[src/rtl/draw_scroll_background.sv]
// -----------------------------------------------------------------------------
// draw_scroll_background
//   Tiled-background stage of the VGA draw chain. Fills the rectangle
//   [H_MIN,H_MAX) x [V_MIN,V_MAX) with a repeating 2^TILE_LOG2 square tile
//   read from an external tile ROM, with frame-synchronous scrolling,
//   per-frame auto-scroll, a frame-latched enable and optional colour-key
//   transparency. Pixels outside the rectangle pass through unchanged.
//
// Ports:
//   i_pclk, i_rst                     pixel clock, async active-high reset
//   i_hcount, i_vcount                timing counters (12 bit)
//   i_hsync, i_vsync, i_hblnk, i_vblnk timing strobes
//   i_rgb                             upstream pixel
//   i_rom_rgb                         tile ROM data, ROM_LATENCY after address
//   i_scroll_x, i_scroll_y            requested scroll offset
//   i_scroll_valid / o_scroll_ready   scroll request handshake
//   i_auto_dx, i_auto_dy              signed per-frame auto-scroll step
//   i_enable                          background enable request (latched at FB)
//   o_hcount..o_vblnk, o_rgb          timing and pixel, ROM_LATENCY+1 cycles late
//   o_rom_addr                        tile ROM address {row, column}
//   o_frame_tick                      one-cycle pulse after each frame boundary
// -----------------------------------------------------------------------------
module draw_scroll_background #(
  parameter int unsigned H_MIN          = 0,
  parameter int unsigned H_MAX          = 1920,
  parameter int unsigned V_MIN          = 0,
  parameter int unsigned V_MAX          = 1080,
  parameter int unsigned TILE_LOG2      = 6,
  parameter int unsigned ROM_LATENCY    = 1,
  parameter logic        TRANSPARENT_EN = 1'b1,
  parameter logic [11:0] KEY_RGB        = 12'hF0F
) (
  input  logic                     i_pclk,
  input  logic                     i_rst,
  input  logic [11:0]              i_hcount,
  input  logic [11:0]              i_vcount,
  input  logic                     i_hsync,
  input  logic                     i_vsync,
  input  logic                     i_hblnk,
  input  logic                     i_vblnk,
  input  logic [11:0]              i_rgb,
  input  logic [11:0]              i_rom_rgb,
  input  logic [TILE_LOG2-1:0]     i_scroll_x,
  input  logic [TILE_LOG2-1:0]     i_scroll_y,
  input  logic                     i_scroll_valid,
  output logic                     o_scroll_ready,
  input  logic signed [3:0]        i_auto_dx,
  input  logic signed [3:0]        i_auto_dy,
  input  logic                     i_enable,
  output logic [11:0]              o_hcount,
  output logic [11:0]              o_vcount,
  output logic                     o_hsync,
  output logic                     o_vsync,
  output logic                     o_hblnk,
  output logic                     o_vblnk,
  output logic [11:0]              o_rgb,
  output logic [2*TILE_LOG2-1:0]   o_rom_addr,
  output logic                     o_frame_tick
);

  localparam logic [11:0] H_MIN12  = 12'(H_MIN);
  localparam logic [11:0] V_MIN12  = 12'(V_MIN);
  localparam logic [11:0] H_SPAN12 = 12'(H_MAX - H_MIN);
  localparam logic [11:0] V_SPAN12 = 12'(V_MAX - V_MIN);

  typedef enum logic {
    IDLE,
    PEND
  } state_t;

  typedef struct packed {
    logic [11:0] hcount;
    logic [11:0] vcount;
    logic        hsync;
    logic        vsync;
    logic        hblnk;
    logic        vblnk;
    logic [11:0] rgb;
  } tim_t;

  state_t               state;
  logic                 vblnk_q;
  logic                 fb;
  logic                 en;
  logic [TILE_LOG2-1:0] act_x;
  logic [TILE_LOG2-1:0] act_y;
  logic [TILE_LOG2-1:0] pend_x;
  logic [TILE_LOG2-1:0] pend_y;
  logic [TILE_LOG2-1:0] dx_t;
  logic [TILE_LOG2-1:0] dy_t;
  logic [TILE_LOG2-1:0] col;
  logic [TILE_LOG2-1:0] row;

  tim_t                 cur;
  tim_t                 pipe [ROM_LATENCY];
  tim_t                 d;
  logic [11:0]          h_off;
  logic [11:0]          v_off;
  logic                 in_rect;
  logic [11:0]          pix;

  // Frame boundary: rising edge of vertical blanking.
  assign fb = i_vblnk & ~vblnk_q;

  // Sign-extend the 4-bit step, then truncate: truncation is exactly the
  // modulo-2^TILE_LOG2 wrap in both directions.
  always_comb begin
    dx_t = TILE_LOG2'(12'(i_auto_dx));
    dy_t = TILE_LOG2'(12'(i_auto_dy));
  end

  always_comb begin
    col = TILE_LOG2'(i_hcount - H_MIN12 + 12'(act_x));
    row = TILE_LOG2'(i_vcount - V_MIN12 + 12'(act_y));
  end

  assign o_rom_addr = {row, col};

  // Scroll handshake, auto-scroll, enable latch and frame tick.
  always_ff @(posedge i_pclk or posedge i_rst) begin
    if (i_rst) begin
      state          <= IDLE;
      o_scroll_ready <= 1'b1;
      vblnk_q        <= 1'b0;
      o_frame_tick   <= 1'b0;
      en             <= 1'b0;
      act_x          <= '0;
      act_y          <= '0;
      pend_x         <= '0;
      pend_y         <= '0;
    end else begin
      vblnk_q      <= i_vblnk;
      o_frame_tick <= fb;
      if (fb) begin
        en <= i_enable;
      end
      case (state)
        IDLE: begin
          if (fb) begin
            act_x <= act_x + dx_t;
            act_y <= act_y + dy_t;
          end
          // A request arriving on the FB cycle itself waits for the next FB.
          if (i_scroll_valid) begin
            pend_x         <= i_scroll_x;
            pend_y         <= i_scroll_y;
            state          <= PEND;
            o_scroll_ready <= 1'b0;
          end
        end
        PEND: begin
          // Pending offset replaces this frame's auto-step.
          if (fb) begin
            act_x          <= pend_x;
            act_y          <= pend_y;
            state          <= IDLE;
            o_scroll_ready <= 1'b1;
          end
        end
        default: begin
          state          <= IDLE;
          o_scroll_ready <= 1'b1;
        end
      endcase
    end
  end

  always_comb begin
    cur.hcount = i_hcount;
    cur.vcount = i_vcount;
    cur.hsync  = i_hsync;
    cur.vsync  = i_vsync;
    cur.hblnk  = i_hblnk;
    cur.vblnk  = i_vblnk;
    cur.rgb    = i_rgb;
  end

  assign d = pipe[ROM_LATENCY-1];

  // Unsigned wrap makes counts below the lower bound look huge, so a single
  // compare per axis covers both bounds (valid while the upper bound <= 4096).
  always_comb begin
    h_off   = d.hcount - H_MIN12;
    v_off   = d.vcount - V_MIN12;
    in_rect = (h_off < H_SPAN12) && (v_off < V_SPAN12);
  end

  always_comb begin
    pix = d.rgb;
    if (d.hblnk || d.vblnk) begin
      pix = '0;
    end else if (!en) begin
      pix = d.rgb;
    end else if (in_rect) begin
      if (TRANSPARENT_EN && (i_rom_rgb == KEY_RGB)) begin
        pix = d.rgb;
      end else begin
        pix = i_rom_rgb;
      end
    end
  end

  // Delay line aligned with the ROM read latency, then the output register.
  always_ff @(posedge i_pclk or posedge i_rst) begin
    if (i_rst) begin
      for (int unsigned i = 0; i < ROM_LATENCY; i++) begin
        pipe[i] <= '0;
      end
      o_hcount <= '0;
      o_vcount <= '0;
      o_hsync  <= 1'b0;
      o_vsync  <= 1'b0;
      o_hblnk  <= 1'b0;
      o_vblnk  <= 1'b0;
      o_rgb    <= '0;
    end else begin
      pipe[0] <= cur;
      for (int unsigned i = 1; i < ROM_LATENCY; i++) begin
        pipe[i] <= pipe[i-1];
      end
      o_hcount <= d.hcount;
      o_vcount <= d.vcount;
      o_hsync  <= d.hsync;
      o_vsync  <= d.vsync;
      o_hblnk  <= d.hblnk;
      o_vblnk  <= d.vblnk;
      o_rgb    <= pix;
    end
  end

endmodule

[config.mk]
export PLATFORM = sky130hd
export DESIGN_NAME = draw_scroll_background
export DESIGN_NICKNAME = d
export VERILOG_FILES = /design/src/rtl/draw_scroll_background.sv
export SDC_FILE = /design/constraint.sdc
export NUM_CORES = 1
export LEC_CHECK = 0
export CELL_PAD_IN_SITES_DETAIL_PLACEMENT = 0
export CELL_PAD_IN_SITES_GLOBAL_PLACEMENT = 1
export CORE_MARGIN = 5
export CORE_UTILIZATION = 39
export CTS_CLUSTER_SIZE = 30
export DETAILED_ROUTE_END_ITERATION = 10
export PLACE_DENSITY = 0.88
export SLEW_MARGIN = 20
export SYNTH_ARGS = -nofsm -noshare
export SYNTH_HDL_FRONTEND = slang
export SYNTH_SLANG_ARGS = --single-unit
[constraint.sdc]
create_clock -name i_pclk -period 5.66 [get_ports i_pclk]
set_input_delay 0.566 -clock i_pclk [delete_from_list [all_inputs] [get_ports i_pclk]]
set_output_delay 0.566 -clock i_pclk [all_outputs]
set_load 0.01 [all_outputs]
==> metrics.yaml <==
outcome:
  status: "completed"
synthesis:
  synth_fa_ha_area_share_pct: 7.89
  yosys.area.top_type: "dfrtp_1"
  yosysUniqueCellTypes: 45
  synth-simple-area-share_pct: 7.68
  ys_async_sr_fraction_pct: 100
  synthesis.nets: 410
  syn-cell-area_um2: 4190
  synth_ff_type: "dfrtp_1"
  yosys.area_share.xor_xnor_pct: 2.51
  synth.most_common_cell: "dfrtp_1"
  synth_edf_count: 0
  synth_mux_area_share_pct: 5.89
  yosysWarnings: 0
  synthCells: 310
  ys_ff_latch: 108
  synth_top_family_by_area: "compound AO/OA/AOI/OAI gates"
  synth_top_area_share_pct: 64.0
  synth_compound_area_share_pct: 9.30
  netlist_top_cells_count: "dfrtp_1 (107), nor2_1 (23), a21oi_1 (20), ha_1 (20)"
  avgSynthCellArea_um2: 13.5
  synth-seq-area-share_pct: 64.6
  synth.area.top_cells: "dfrtp_1 (64%), ha_1 (6.0%), mux2_2 (3.5%)"
detailed_routing:
  via_count: 2776
  routedWlPerCell_um: 15.2
  drc: 0
  wirelength_um: 8870
  drt_iter0_drc: 79
  avgViaCountPerCell: 4.76
  ant_nets: 0
  firstDrtPassIters: 4
timing:
  slew_headroom_pct: 26.5
  tightest_slew_ns: 1.10
  period_minus_slack_ns: 3.36
  rsz0062_at_grt: "no"
  fin_ws_ns: 2.30
  hold_viol: 0
  min_period_over_period_pct: 59.4
  skew_ns: 0.0161
  drv_slew: 0
  fin_setup_tns_ns: 0
  setup_viol: 0
  fmax_ghz: 0.298
placed_design:
  place_congestion: 0.792
  dp_hpwl_um: 6780
  placedCellCount: 567
  io_buffers: 129
  dp_slack_ns: 2.31
die:
  die_area_um2: 12900
  num_rows: 37
  dieWidth_um: 114
  die_h_um: 114
  ioPinCount: 130
  coreArea_um2: 10400
  start_util_pct: 40.2
global_route:
  antenna_found_initial: 0
  grt_use_met3_pct: 4.24
  overflow: 0
  top_usage_layer: "met2"
  grt_max_degree: 58
  grt.total_usage_pct: 14.4
  grt_use_met2_pct: 24.0
  met1_usage_pct: 18.2
  grt_pass1_wl_um: 14900
  grt_pass1_vias: 3081
cts:
  cts-root-buf: "clkbuf_8"
  insertion_delay_ns: 0.37
  cts_sinks: 108
  cts_resized: 0
  clk_pin_slew_ns: 0.11
  ctsLongestPathBuffers: 2
  cts_setup_buffers: 0
  numCtsBuffers: 9
  hold_buffers: 0
  cts_tree: "done"
  h-tree-depth: 3
worst_setup_path:
  slowest_stage: "clkdlybuf4s50_1"
  start_kind: "input port"
  crit_type: "in -> out"
  worstPathArrival_ns: 2.79
  rr_worst_depth: 2
  path_cells: "clkdlybuf4s50_1 > ha_1 > a21o_1 > a21oi_1 > o21bai_1 > a21oi_1 > xnor2_1 > clkdlybuf4s50_1"
  endpoint_kind: "output pin"
  max_stage_delay_ns: 0.56
  crit_required_ns: 5.09
  worst-path-max-fanout: 3
layout:
  instances_no_fill: 583
  areaGrowthSynthToFinish_pct: 38.9
  nFillCells: 859
  nets: 542
  num_antenna_cells: 0
  final_core_util_pct: 55.8
  layout-drive-gt1-share_pct: 8.95
power:
  static-leakage-power_nw: 2.50
  p_sw_share_pct: 29.5
  seqPwrFrac_pct: 48.0
  comb_power_share_pct: 27.8
  p_per_area_nw_per_um2: 327
  irDropWorstVdd_uv: 125
  pwr-share-clk_pct: 24.2
  total_power_mw: 1.90
  p_switching_mw: 0.560
  p_int_mw: 1.34
job:
  drv_cap: 0
hold_path:
  hold_depth: 0
  hp-class: "reg -> reg"
[power groups by stage]
stage                     clock network [mW]  logic [mW]  registers (mW)
final                                  0.459       0.529           0.912
after global routing                   0.514       0.588           0.925
after CTS                              0.479       0.538           0.914
after detailed placement                   0       0.535           0.930
after global placement                     0       0.522           0.927
after floorplan                            0       0.298           0.914
[critical path, delay by kind of cell]
| kind | cells | cell delay, ns |
|---|---|---|
| xor+xnor | 1 | 0.15 |
| fa+ha+maj | 1 | 0.33 |
| buf+inv | 2 | 1.04 |
| compound gates | 4 | 0.71 |
[cell type report]
class	instances	area [µm²]	area share, %
flip-flops and latches	108	2700	46.5
multi-input cells	181	1390	24.0
repair buffers	130	1300	22.3
well taps	136	170	2.93
clock buffers	10	138	2.37
clock inverters	6	62.6	1.08
inverters	12	47.5	0.818
[cells by family after synthesis]
family | count (synthesis)
DFF | 108
muxes | 23
xor gates and xnor gates | 12
AOI/OAI and AO/OA | 59
and+or+nand+nor | 63
adders and majority gates | 24
buffers and inverters | 21
[sequential cells by signal, summed over array words and instances, names as in the netlist, 6 cells and up]
name,cells
act_y,6
o_rgb,12
pend_x,6
act_x,6
pend_y,6
o_hcount,12
o_vcount,12
d,40
[worst paths after layout]
kind                        startpoint        endpoint  slack [ns]
max                        i_vcount[1]  o_rom_addr[11]        2.30
min                              d[18]     o_vcount[2]        0.35
max reg2reg                      state       pend_x[3]        3.44
min reg2reg                      d[18]     o_vcount[2]        0.35
max in group asynchronous        i_rst            d[1]        3.88
min in group asynchronous        i_rst        o_rgb[4]        0.62
[layout by cell type, fill, tap and decap left out, types with 7 or more instances in the layout]
cell type        netlist  final
o21ai_0               10     10
dfrtp_1              107    107
a21oi_1               20     20
nor2_1                23     23
mux2_2                13     13
nor3_1                 7      7
mux2i_1               10     10
nand2_1               13     13
inv_1                 12     11
clkbuf_8               0     10
xnor2_1                7      7
ha_1                  20     20
clkdlybuf4s50_1        0    129
o21a_1                 8      8
[metrics by stage]
stage / hold slack, ns / area, µm²
global route: 0.365 / 5810
global placement: 0.332 / 5610
detailed placement: 0.336 / 5610
finish: 0.353 / 5810
CTS: 0.356 / 5810
floorplan: 0.331 / 4190
[layer usage]
| metal | share of wire, % | routed length, µm |
|---|---|---|
| met1 | 44 | 3900 |
| met2 | 49 | 4330 |
| met3 | 6.2 | 548 |
| met4 | 1.0 | 92 |
| met5 | 0 | 0 |
No activity file was read; power rests on OpenSTA's default activity.
